===== src/rtl/rcc_dom_rst_clk_seq_pkg.sv =====
// Shared definitions for the per-domain reset/clock sequencer.
// The state codes are also used by the RCC status registers, so they must not be renumbered.
package rcc_dom_rst_clk_seq_pkg;

  typedef enum logic [2:0] {
    ST_OFF      = 3'd0,
    ST_RST_HOLD = 3'd1,
    ST_CLK_WAIT = 3'd2,
    ST_RUN      = 3'd3,
    ST_GATE     = 3'd4
  } seq_state_e;

  typedef struct packed {
    logic clk_en;
    logic dom_rst_n;
    logic dom_rdy;
    logic stby_ack;
  } seq_out_t;

  localparam seq_out_t OUT_OFF  = '{clk_en: 1'b0, dom_rst_n: 1'b0, dom_rdy: 1'b0, stby_ack: 1'b1};
  localparam seq_out_t OUT_HOLD = '{clk_en: 1'b0, dom_rst_n: 1'b0, dom_rdy: 1'b0, stby_ack: 1'b0};
  localparam seq_out_t OUT_WAIT = '{clk_en: 1'b0, dom_rst_n: 1'b1, dom_rdy: 1'b0, stby_ack: 1'b0};
  localparam seq_out_t OUT_RUN  = '{clk_en: 1'b1, dom_rst_n: 1'b1, dom_rdy: 1'b1, stby_ack: 1'b0};

  function automatic seq_out_t seq_outputs(input seq_state_e st);
    seq_out_t o;
    case (st)
      ST_OFF:      o = OUT_OFF;
      ST_RST_HOLD: o = OUT_HOLD;
      ST_CLK_WAIT: o = OUT_WAIT;
      ST_RUN:      o = OUT_RUN;
      ST_GATE:     o = OUT_WAIT;
      default:     o = OUT_OFF;
    endcase
    return o;
  endfunction

endpackage


===== src/rtl/rcc_dly_cnt.sv =====
// Saturating delay counter with clear, increment and a terminal compare against a runtime limit.
// Kept generic so later sequencers can reuse it with their own limits.
module rcc_dly_cnt #(
  parameter int CNT_W = 8
) (
  input  logic             clk,
  input  logic             rst,
  input  logic             clr,
  input  logic             inc,
  input  logic [CNT_W-1:0] limit,
  output logic             done
);

  logic [CNT_W-1:0] cnt_r;

  // Count register: clear wins over increment, and the count holds at all-ones instead of wrapping.
  always_ff @(posedge clk) begin
    if (rst) begin
      cnt_r <= {CNT_W{1'b0}};
    end else if (clr) begin
      cnt_r <= {CNT_W{1'b0}};
    end else if (inc && (cnt_r != {CNT_W{1'b1}})) begin
      cnt_r <= cnt_r + CNT_W'(1);
    end else begin
      cnt_r <= cnt_r;
    end
  end

  assign done = (cnt_r == limit);

endmodule


===== src/rtl/rcc_dom_rst_clk_seq.sv =====
// Per-domain reset/clock sequencer: reset hold, reset release, clock enable, and the reverse on standby.
// Every output is a flop loaded from the next-state decode, so nothing is combinational from inputs.
module rcc_dom_rst_clk_seq
  import rcc_dom_rst_clk_seq_pkg::*;
#(
  parameter int RST_DURATION             = 10,
  parameter int CLK_ON_AFTER_RST_RELEASE = 8,
  parameter int GATE_CYCLES              = 4,
  parameter int CNT_W                    = 8
) (
  input  logic       clk,
  input  logic       rst,
  input  logic       pwr_ok,
  input  logic       run_req,
  input  logic       sw_rst,
  output logic       clk_en,
  output logic       dom_rst_n,
  output logic       dom_rdy,
  output logic       stby_ack,
  output logic [2:0] seq_state
);

  if ((RST_DURATION < 1) || (CLK_ON_AFTER_RST_RELEASE < 1) || (GATE_CYCLES < 1) ||
      ((RST_DURATION - 1) >= (1 << CNT_W)) ||
      ((CLK_ON_AFTER_RST_RELEASE - 1) >= (1 << CNT_W)) ||
      ((GATE_CYCLES - 1) >= (1 << CNT_W))) begin : g_bad_param
    $error("rcc_dom_rst_clk_seq: delay parameters must be >=1 and fit in CNT_W bits");
  end

  localparam logic [CNT_W-1:0] LIM_RST  = CNT_W'(RST_DURATION - 1);
  localparam logic [CNT_W-1:0] LIM_CLK  = CNT_W'(CLK_ON_AFTER_RST_RELEASE - 1);
  localparam logic [CNT_W-1:0] LIM_GATE = CNT_W'(GATE_CYCLES - 1);

  seq_state_e       state_r;
  seq_state_e       state_nx_s;
  seq_out_t         out_r;
  logic             cnt_clr_s;
  logic             cnt_inc_s;
  logic [CNT_W-1:0] cnt_lim_s;
  logic             cnt_done_s;

  rcc_dly_cnt #(.CNT_W(CNT_W)) u_dly_cnt (
    .clk   (clk),
    .rst   (rst),
    .clr   (cnt_clr_s),
    .inc   (cnt_inc_s),
    .limit (cnt_lim_s),
    .done  (cnt_done_s)
  );

  // Next-state decode; priority is supply loss, then software reset, then run_req, then counter expiry.
  always_comb begin
    state_nx_s = state_r;
    cnt_clr_s  = 1'b0;
    cnt_inc_s  = 1'b0;
    cnt_lim_s  = {CNT_W{1'b0}};
    case (state_r)
      ST_OFF: begin
        cnt_clr_s = 1'b1;
        if (run_req && pwr_ok) begin
          state_nx_s = ST_RST_HOLD;
        end else begin
          state_nx_s = ST_OFF;
        end
      end
      ST_RST_HOLD: begin
        cnt_lim_s = LIM_RST;
        if (!pwr_ok) begin
          state_nx_s = ST_OFF;
          cnt_clr_s  = 1'b1;
        end else if (sw_rst) begin
          state_nx_s = ST_RST_HOLD;
          cnt_clr_s  = 1'b1;
        end else if (cnt_done_s) begin
          state_nx_s = ST_CLK_WAIT;
          cnt_clr_s  = 1'b1;
        end else begin
          cnt_inc_s = 1'b1;
        end
      end
      // A run_req drop here is deliberately ignored; RUN hands it to GATE one edge later.
      ST_CLK_WAIT: begin
        cnt_lim_s = LIM_CLK;
        if (!pwr_ok) begin
          state_nx_s = ST_OFF;
          cnt_clr_s  = 1'b1;
        end else if (sw_rst) begin
          state_nx_s = ST_RST_HOLD;
          cnt_clr_s  = 1'b1;
        end else if (cnt_done_s) begin
          state_nx_s = ST_RUN;
          cnt_clr_s  = 1'b1;
        end else begin
          cnt_inc_s = 1'b1;
        end
      end
      ST_RUN: begin
        cnt_clr_s = 1'b1;
        if (!pwr_ok) begin
          state_nx_s = ST_OFF;
        end else if (sw_rst) begin
          state_nx_s = ST_RST_HOLD;
        end else if (!run_req) begin
          state_nx_s = ST_GATE;
        end else begin
          state_nx_s = ST_RUN;
        end
      end
      ST_GATE: begin
        cnt_lim_s = LIM_GATE;
        if (!pwr_ok) begin
          state_nx_s = ST_OFF;
          cnt_clr_s  = 1'b1;
        end else if (run_req) begin
          state_nx_s = ST_CLK_WAIT;
          cnt_clr_s  = 1'b1;
        end else if (cnt_done_s) begin
          state_nx_s = ST_OFF;
          cnt_clr_s  = 1'b1;
        end else begin
          cnt_inc_s = 1'b1;
        end
      end
      default: begin
        state_nx_s = ST_OFF;
        cnt_clr_s  = 1'b1;
      end
    endcase
  end

  // State and output flops; outputs are decoded from the next state so they move with the state.
  always_ff @(posedge clk) begin
    if (rst) begin
      state_r <= ST_OFF;
      out_r   <= OUT_OFF;
    end else begin
      state_r <= state_nx_s;
      out_r   <= seq_outputs(state_nx_s);
    end
  end

  assign clk_en    = out_r.clk_en;
  assign dom_rst_n = out_r.dom_rst_n;
  assign dom_rdy   = out_r.dom_rdy;
  assign stby_ack  = out_r.stby_ack;
  assign seq_state = state_r;

endmodule


===== config.mk =====
export PLATFORM = sky130hd
export DESIGN_NAME = rcc_dom_rst_clk_seq
export DESIGN_NICKNAME = d
export VERILOG_FILES = /design/src/rtl/rcc_dom_rst_clk_seq_pkg.sv /design/src/rtl/rcc_dly_cnt.sv /design/src/rtl/rcc_dom_rst_clk_seq.sv
export SDC_FILE = /design/constraint.sdc
export NUM_CORES = 1
export LEC_CHECK = 0
export ABC_AREA = 1
export CELL_PAD_IN_SITES_DETAIL_PLACEMENT = 0
export CELL_PAD_IN_SITES_GLOBAL_PLACEMENT = 1
export CORE_MARGIN = 2
export CORE_UTILIZATION = 38
export DETAILED_ROUTE_END_ITERATION = 12
export PLACE_DENSITY = 0.86
export SLEW_MARGIN = 20
export SYNTH_ARGS = -nofsm -noshare
export SYNTH_HDL_FRONTEND = slang
export SYNTH_SLANG_ARGS = --single-unit
export TNS_END_PERCENT = 10

===== constraint.sdc =====
create_clock -name clk -period 1.9 [get_ports clk]
set_input_delay 0.38 -clock clk [delete_from_list [all_inputs] [get_ports clk]]
set_output_delay 0.38 -clock clk [all_outputs]
set_load 0.03 [all_outputs]

# After elaboration in Yosys (flattened, before gate mapping)
# Cells that the tools add are included.
# classes
shifts	0
eq_ne	10
n_div	0
multipliers	0
reduce_logical	6
order_cmp	0
addsub	1
bitwise_logic	0
mux	28
# ops
cell	count
$mux 3	12
$pmux 4 s3	2
$pmux 3 s5	1
$eq 3x2->1 const B	4
$mux 1	11
$add 8x1->8 const B	1
$eq 8x4->1	1
$ne 8x8->1 const B	1
$eq 3x1->1 const B	2
$eq 3x3->1 const B	2
$reduce_or 2->1	3
$pmux 1 s2	2
$logic_not 3->1	1
$logic_and 1x1->1	2
# totals
mem_count	0
regBits	15
in_bits	5
mem_bits_rw	0
rom_bits	0
latch_bits	0
elab_cells	51

# Logic depth before layout (Yosys ltp)
# logic_depth
word_depth	10
ltp_mapped	16
depth_no_buf	16

# By module
# Synthesis repeated with hierarchy kept, for this count alone.
# hier_totals
cells_unflattened	148
hier_area_um2	933.4
# modules_own_cells
module	cells_per_inst	seq_area_each_um2	area_each_um2	instances
rcc_dly_cnt	82	160.2	545.5	1
rcc_dom_rst_clk_seq	66	120.1	387.9	1

# Worst setup path before layout
# No wires, ideal clock.
# synth_timing
path_type	reg2reg
startpoint	reg state_r[1], in the netlist seq_state[1]
endpoint	reg u_dly_cnt.cnt_r[3]
arrival_time_ns	1.765
setup_ns	0.113
setup_slack_ns	0.022
path_stages_with_launch	17
t_required_ns	1.787
path_buffers	1
path_cell_list	dfxtp_1 inv_2 nand2_2 nand2_2 nand2_2 nand2_2 nand2_2 inv_2 nand3_4 nand2_2 nand2_1 nand2_1 nor2_2 buf_6 nand3_1 nand2_1 nor2_1
# synth_between
elab_chain_len	8
# synth_lines
element	line	rtl
start: declaration	rcc_dom_rst_clk_seq.sv:34	seq_state_e state_r;
start signal: assignment	rcc_dom_rst_clk_seq.sv:137	state_r <= state_nx_s;
$eq 3x3->1, or another cell as far along	rcc_dom_rst_clk_seq.sv:57	case (state_r)
$pmux 4 s3	rcc_dom_rst_clk_seq.sv:57	
$eq 8x4->1	rcc_dly_cnt.sv:29	assign done = (cnt_r == limit);
$mux 1	rcc_dom_rst_clk_seq.sv:74, rcc_dom_rst_clk_seq.sv:90, rcc_dom_rst_clk_seq.sv:117	
$mux 1, on equally long branches	rcc_dom_rst_clk_seq.sv:114, rcc_dom_rst_clk_seq.sv:71, rcc_dom_rst_clk_seq.sv:87	
$mux 1, on equally long branches	rcc_dom_rst_clk_seq.sv:111, rcc_dom_rst_clk_seq.sv:68, rcc_dom_rst_clk_seq.sv:84	
$pmux 1 s2	rcc_dom_rst_clk_seq.sv:57	
$reduce_or 2->1 (no line) / $logic_and 1x1->1 (equally long branches)	-	
end signal: assignment	rcc_dly_cnt.sv:21	cnt_r <= {CNT_W{1'b0}};
end signal: assignment	rcc_dly_cnt.sv:23	cnt_r <= cnt_r + CNT_W'(1);
end signal: assignment	rcc_dly_cnt.sv:25	cnt_r <= cnt_r;
end: declaration	rcc_dly_cnt.sv:14	logic [CNT_W-1:0] cnt_r;
# Several ways; a longest one is shown, not always the timed one.
# A chain may end at the register's enable or synchronous reset.

# Worst setup path in the final report
# layout_timing
startpoint	reg state_r[0], in the netlist seq_state[0]
endpoint	reg u_dly_cnt.cnt_r[0]
# Same word-level chain as after synthesis.

==> results.toml <==
[global_routing]
grtUsageTotal_pct = 17.8
grt_pass1_vias = 906
grt_overflow = 0
grt_pass1_wl_um = 3870
antenna_found_initial = 0
grt_max_degree = 9

[hold_path]
holdPathStages = 2
min_from = "u_dly_cnt.cnt_r[7]"
min_path_type = "reg -> reg"

[floorplanning]
fp.dieH_um = 54.6
row_count = 18
start_util_pct = 39.6
ioPinCount = 12
core-area_mm2 = 0.00245
die_width_um = 54.6
dieArea_mm2 = 0.00298

[timing]
period_needed_ns = 1.75
fmax_mhz = 570
finalHoldViolations = 0
finalMaxSlewViolations = 0
finalSetupViolations = 0
finalHoldWorstSlack_ns = 0.489
tightestPinTransition_ns = 0.311
rsz0062_at_grt = "true"
fin_skew_ns = 0.00596
setup_ws_ns = 0.145
tns_ns = 0
slew_headroom_pct = 79.1
period_share_pct = 92.3

[synth]
async_reset_ff_share_pct = 0
ys_types = 22
synth_edf_count = 0
synthCells = 150
ys_seq_area_share_pct = 28.8
synth_nets = 156
syn_avg_cell_area_um2 = 6.48
ys_warn_count = 0
synth_area_um2 = 972
synthFlopType = "dfxtp_1"
synth_seq_cells = 14

[run_status]
outcome = "complete, no violations"

[clock_tree]
clockBufferDepth = 2
clkTransAtPathRegs_ns = 0.08
cts_tree = "yes"
ctsHoldBuffers = 0
root_buffer = "clkbuf_4"
cts_sinks = 14
htreeDepth = 1
cts_buffers = 3
clkLatencyLatePin_ns = 0.27

[place]
post-place-ws_ns = 0.0522
numPlacedInstances = 202
dpl_cell_area_mm2 = 0.00120
gp_congestion = 0.824
dp_hpwl_um = 1860
port_buffers = 11

[drt]
ant_nets = 0
first_pass_iters = 4
via_per_inst = 4.92
post_drt_wl_per_cell_um = 11.1
drtIter0Drc = 21
drt-total-wl_um = 2280
vias = 1008
drc = 0

[final_layout]
fin_cells = 205
antenna_cells = 0
drive_gt1_share_pct = 26.9
final_cell_area_mm2 = 0.00125
nNetsFinal = 183
n_fill_cell = 242
regArea_um2 = 289
synthToLayoutAreaGrowth_pct = 29.1
layout_common_cells = "33 x nand2_1, 18 x inv_1, 17 x nand3_1"
multi_input_area_um2 = 611
final_common_cell = "nand2_1"

[worst_setup_path]
r2r-start = "seq_state[0]"
startpoint = "seq_state[0]"
crit_arrival_ns = 1.95
reg2regPathDepth = 11
cp_slowest_cell = "dfxtp_4"
crit_top_cell = "nand2_2"
max_stage_delay_ns = 0.37
path_max_fanout = 8
worstPathRequired_ns = 2.10
critPathCaptureType = "flop"
start_kind = "flop"
critical_path_buf_inv_count = 1
path_delay_family = "simple AND/OR/NAND/NOR gates"
path_depth = 11
crit_chain = "inv_4 -> nand2_1 -> nand2_1 -> nand2_2 -> nand3_1 -> nand2_2 -> nand3_4 -> nand2_2 -> o21ai_0 -> nand3b_1 -> a21oi_1"
crit_type = "reg -> reg"

[pwr]
p_per_area_mw_per_mm2 = 440
peakVddDrop_v = 0.000352
power.leakage_nw = 0.560

[flow_run]
drv_cap = 0
==> sequential cells by signal (all words and copies together) (netlist names) <==
name and flops:
u_dly_cnt.cnt_r 8, seq_state 3, clk_en 1, dom_rst_n 1, stby_ack 1
==> per-layer routing <==
| metal | global-route usage, % | vias to the layer above | wire length [um] |
|---|---|---|---|
| li1 | - | 530 | - |
| met1 | 26.4 | 458 | 1160 |
| met2 | 24.8 | 18 | 1030 |
| met3 | 3.01 | 2 | 72 |
| met4 | 7.92 | 0 | 18 |
| met5 | 0 | - | 0 |
==> path summary, 6_finish.rpt <==
kind                            slack, ns            endpoint
worst max-delay path                 0.15  u_dly_cnt.cnt_r[0]
worst min-delay path                 0.49  u_dly_cnt.cnt_r[7]
worst max register to register       0.15  u_dly_cnt.cnt_r[0]
worst min register to register       0.49  u_dly_cnt.cnt_r[7]
==> through the flow <==
step / power [mW] / util, %
after floorplan: 0.359 / -
after global placement: 0.399 / 48.8
after detailed placement: 0.400 / 48.8
after CTS: 0.561 / 49.7
after global routing: 0.585 / 51.1
final: 0.552 / 51.1
==> worst register-to-register path, delay by kind of cell (launching register included) <==
kind                   cells  cell delay (ns)
AO/OA/AOI/OAI              2             0.41
buffers and inverters      1             0.11
flip-flops                 1             0.37
AND/OR/NAND/NOR            8             0.77
==> power breakdown <==
group / switching [mW] / internal (mW) / leakage, nW
logic: 0.0543 / 0.0418 / 0.431
registers: 0.00366 / 0.295 / 0.115
clock network: 0.0844 / 0.0733 / 0.0138
==> cells by family after synthesis <==
group,synth area share [%]
xor gates and xnor gates,3.60
DFF,28.8
and+or+nand+nor,47.9
AOI/OAI and AO/OA,7.59
buffers and inverters,10.8
adders and majority gates,1.29
==> area by class of cell <==
cell class	instances	area share, %
tap	30	2.99
clock buffer	3	1.79
timing repair buffer	24	16.5
sequential	14	23.0
multi-input combinational	111	48.7
inverter	23	7.08
==> cell usage after synthesis, types with 2 or more instances <==
library cell / instances / area, um^2
a21oi_1: 11 / 55.1
o21ai_0: 2 / 10.0
nor2_2: 2 / 12.5
nand3_1: 17 / 85.1
xnor2_1: 2 / 17.5
inv_1: 18 / 67.6
xor2_1: 2 / 17.5
inv_2: 5 / 18.8
dfxtp_1: 14 / 280
nand2_1: 33 / 124
nor2_1: 12 / 45.0
nand2_2: 14 / 87.6
nand3_2: 4 / 40.0
nand4_1: 4 / 25.0
nor3_1: 3 / 15.0
==> timing repair <==
action,4_1_cts,5_1_grt
endpoints found under the setup margin,1,14
pin swaps,0,1
gates resized for setup,1,10
gates cloned,0,0
setup buffers,0,0
(Power assumes the default switching activity.)
==> edit, RTL diff (same settings) <==
`CNT_W` is set to 8 in 2 places; all go to 9.
--- a/src/rtl/rcc_dly_cnt.sv
+++ b/src/rtl/rcc_dly_cnt.sv
@@ -3,3 +3,3 @@
 module rcc_dly_cnt #(
-  parameter int CNT_W = 8
+  parameter int CNT_W = 9
 ) (
--- a/src/rtl/rcc_dom_rst_clk_seq.sv
+++ b/src/rtl/rcc_dom_rst_clk_seq.sv
@@ -8,3 +8,3 @@
   parameter int GATE_CYCLES              = 4,
-  parameter int CNT_W                    = 8
+  parameter int CNT_W                    = 9
 ) (
Function: no difference found for any inputs over 10 cycles, from zero or initial values and one cycle with rst high; that may be too few to reach the edited logic, so the function may still have changed.
==> edit against the original RTL <==
  * Maximum frequency down 3.6%
  * Routed wire length up 14%
  * Via count up 11%
  * Combinational power down 0.4%
  * Design area up 7.1%
  * Sequential cell count up 1
  * First-iteration DRC count up 43%
  * Sequential power up 7.7%
  * Synthesized area up 9.3%
  * Power up 8.8%
  * Count of clock-buffer cells in the layout unchanged
  * Worst setup slack worse by 0.066 ns
==> edit: results <==
set metrics [dict create \
    ys.warnings.count 0 \
    largest_register_ffs 9 \
    critPathMaxFanout 3 \
    met3_length_um 138 \
    path_delay_family "buffers and inverters" \
    reg2reg_to "stby_ack$_SDFF_PP1_" \
    grt_usage 0.161 \
    use_met1 0.201 \
    use_met2 0.277 \
    gr-usage-met3 0.0461 \
    power.internal_uw 432 \
    routed_via_density 5.17 \
    dr_wl_met2_um 1270 \
    max_stage_delay_ns 0.66 \
    grt_pass1_wl_um 4190 \
    synth_seq_area_share 0.283 \
    min_to "u_dly_cnt.cnt_r[7]$_SDFFE_PP0P_" \
    wl_per_cell_um 12.0 \
    crit_path_start "seq_state[2]$_SDFF_PP0_" \
    grt_pass1_vias 985 \
    antenna_found_initial 0 \
    syn-num-nets 170 \
    synthArstFlopShare 0 \
    cts_inserted_buffers 3 \
    m1WireLength_um 1160 \
    layout_setup_ws_ns 0.0798 \
    hpwl_um 1970 \
    hp-class "flop to flop" \
    ys_top_cells_by_area "dfxtp_1 (28%), nand2_1 (13%), inv_1 (8.8%)" \
    drive_above_1_share 0.183 \
    clk_latency_ns 0.29 \
    antennaDiodeCount 0 \
    r2r_slack_ns 0.15 \
    cts.path.max_buffers 2 \
    h-tree-depth 1 \
    synthFlopType "dfxtp_1" \
    finClkSkew_ns 0.00930 \
    netlist_top_cells_count "nand2_1 (36), inv_1 (25), nor2_1 (21)" \
    drt-pass1-iter-count 4 \
    cellLeakagePower_uw 0.000689 \
    ir_drop_mv 0.520 \
    fin_nets 194 \
    largest_register "u_dly_cnt.cnt_r" \
    dp_slack_ns 0.0791 \
    drt_iter0_drc 30 \
    reg2reg_from "seq_state[2]$_SDFF_PP0_" \
    maxUsedRoutingLayer "met4" \
    crit_path_end "seq_state[2]" \
    max_slew.worst_pin.slew_ns 0.345 \
    fillCellCount 295 \
    io_buffers 11 \
    grt_max_degree 13 \
    outcome "finished, final reports clean" \
    gp_congestion 0.929 \
    slowest_stage "clkdlybuf4s50_1" \
    min_from "u_dly_cnt.cnt_r[7]$_SDFFE_PP0P_" \
    ys_types 24 \
    clkTransAtPathRegs_ns 0.10 \
    reg2reg_depth 14 \
]
edit: layout make-up:
cell class	count	area, um^2	area share
multi-input cells	118	676	0.503
clock buffers	3	22.5	0.0168
inverters	26	97.6	0.0726
repair buffers	23	199	0.148
clock inverters	1	5.00	0.00372
well taps	31	38.8	0.0289
flip-flops and latches	15	305	0.227
edit: logic make-up after synthesis:
group,share of synthesized area
adder cells (fa/ha/maj),0.0236
buffers and inverters,0.117
XOR/XNOR,0.0495
AO/OA/AOI/OAI,0.0860
AND/OR/NAND/NOR,0.442
flip-flops,0.283
edit: metrics by stage:
step | cells | total power [uW] | util | instance area [um^2] | hold WS (ns)
5_1_grt | 217 | 635 | 0.496 | 1340 | 0.510
6_report | 217 | 600 | 0.496 | 1340 | 0.468
2_1_floorplan | 163 | 384 | - | 1060 | 0.439
3_5_place_dp | 212 | 417 | 0.468 | 1270 | 0.459
4_1_cts | 216 | 603 | 0.477 | 1290 | 0.472
3_3_place_gp | 212 | 417 | 0.468 | 1270 | 0.450
edit: power groups by stage:
stage               Clock [uW]  Combinational, uW  Sequential (uW)
floorplan                    0               50.7              334
global placement             0               89.3              328
detailed placement           0               89.4              328
CTS                        193               89.9              320
global route               209                105              321
finish                     184               95.7              321
edit: worst reg2reg max path, stage by stage, from the launching register on:
cell and delay (ns):
dfxtp_1 0.33, inv_2 0.13, nand3_4 0.12, nand2_1 0.11, nand2_1 0.06, nor2_1 0.12, nand3_2 0.12, o21bai_1 0.17
nand2_1 0.07, nand2_1 0.08, nand2_1 0.06, nor2_1 0.12, nand2_1 0.07, nand2_1 0.06, nand2_1 0.04
edit: repair_timing:
item | in CTS | in global routing
pin swaps | 0 | 1
gates cloned | 0 | 0
setup endpoints to repair | 1 | 13
buffers inserted | 0 | 1
hold buffers | 0 | 0
resized for setup | 1 | 11
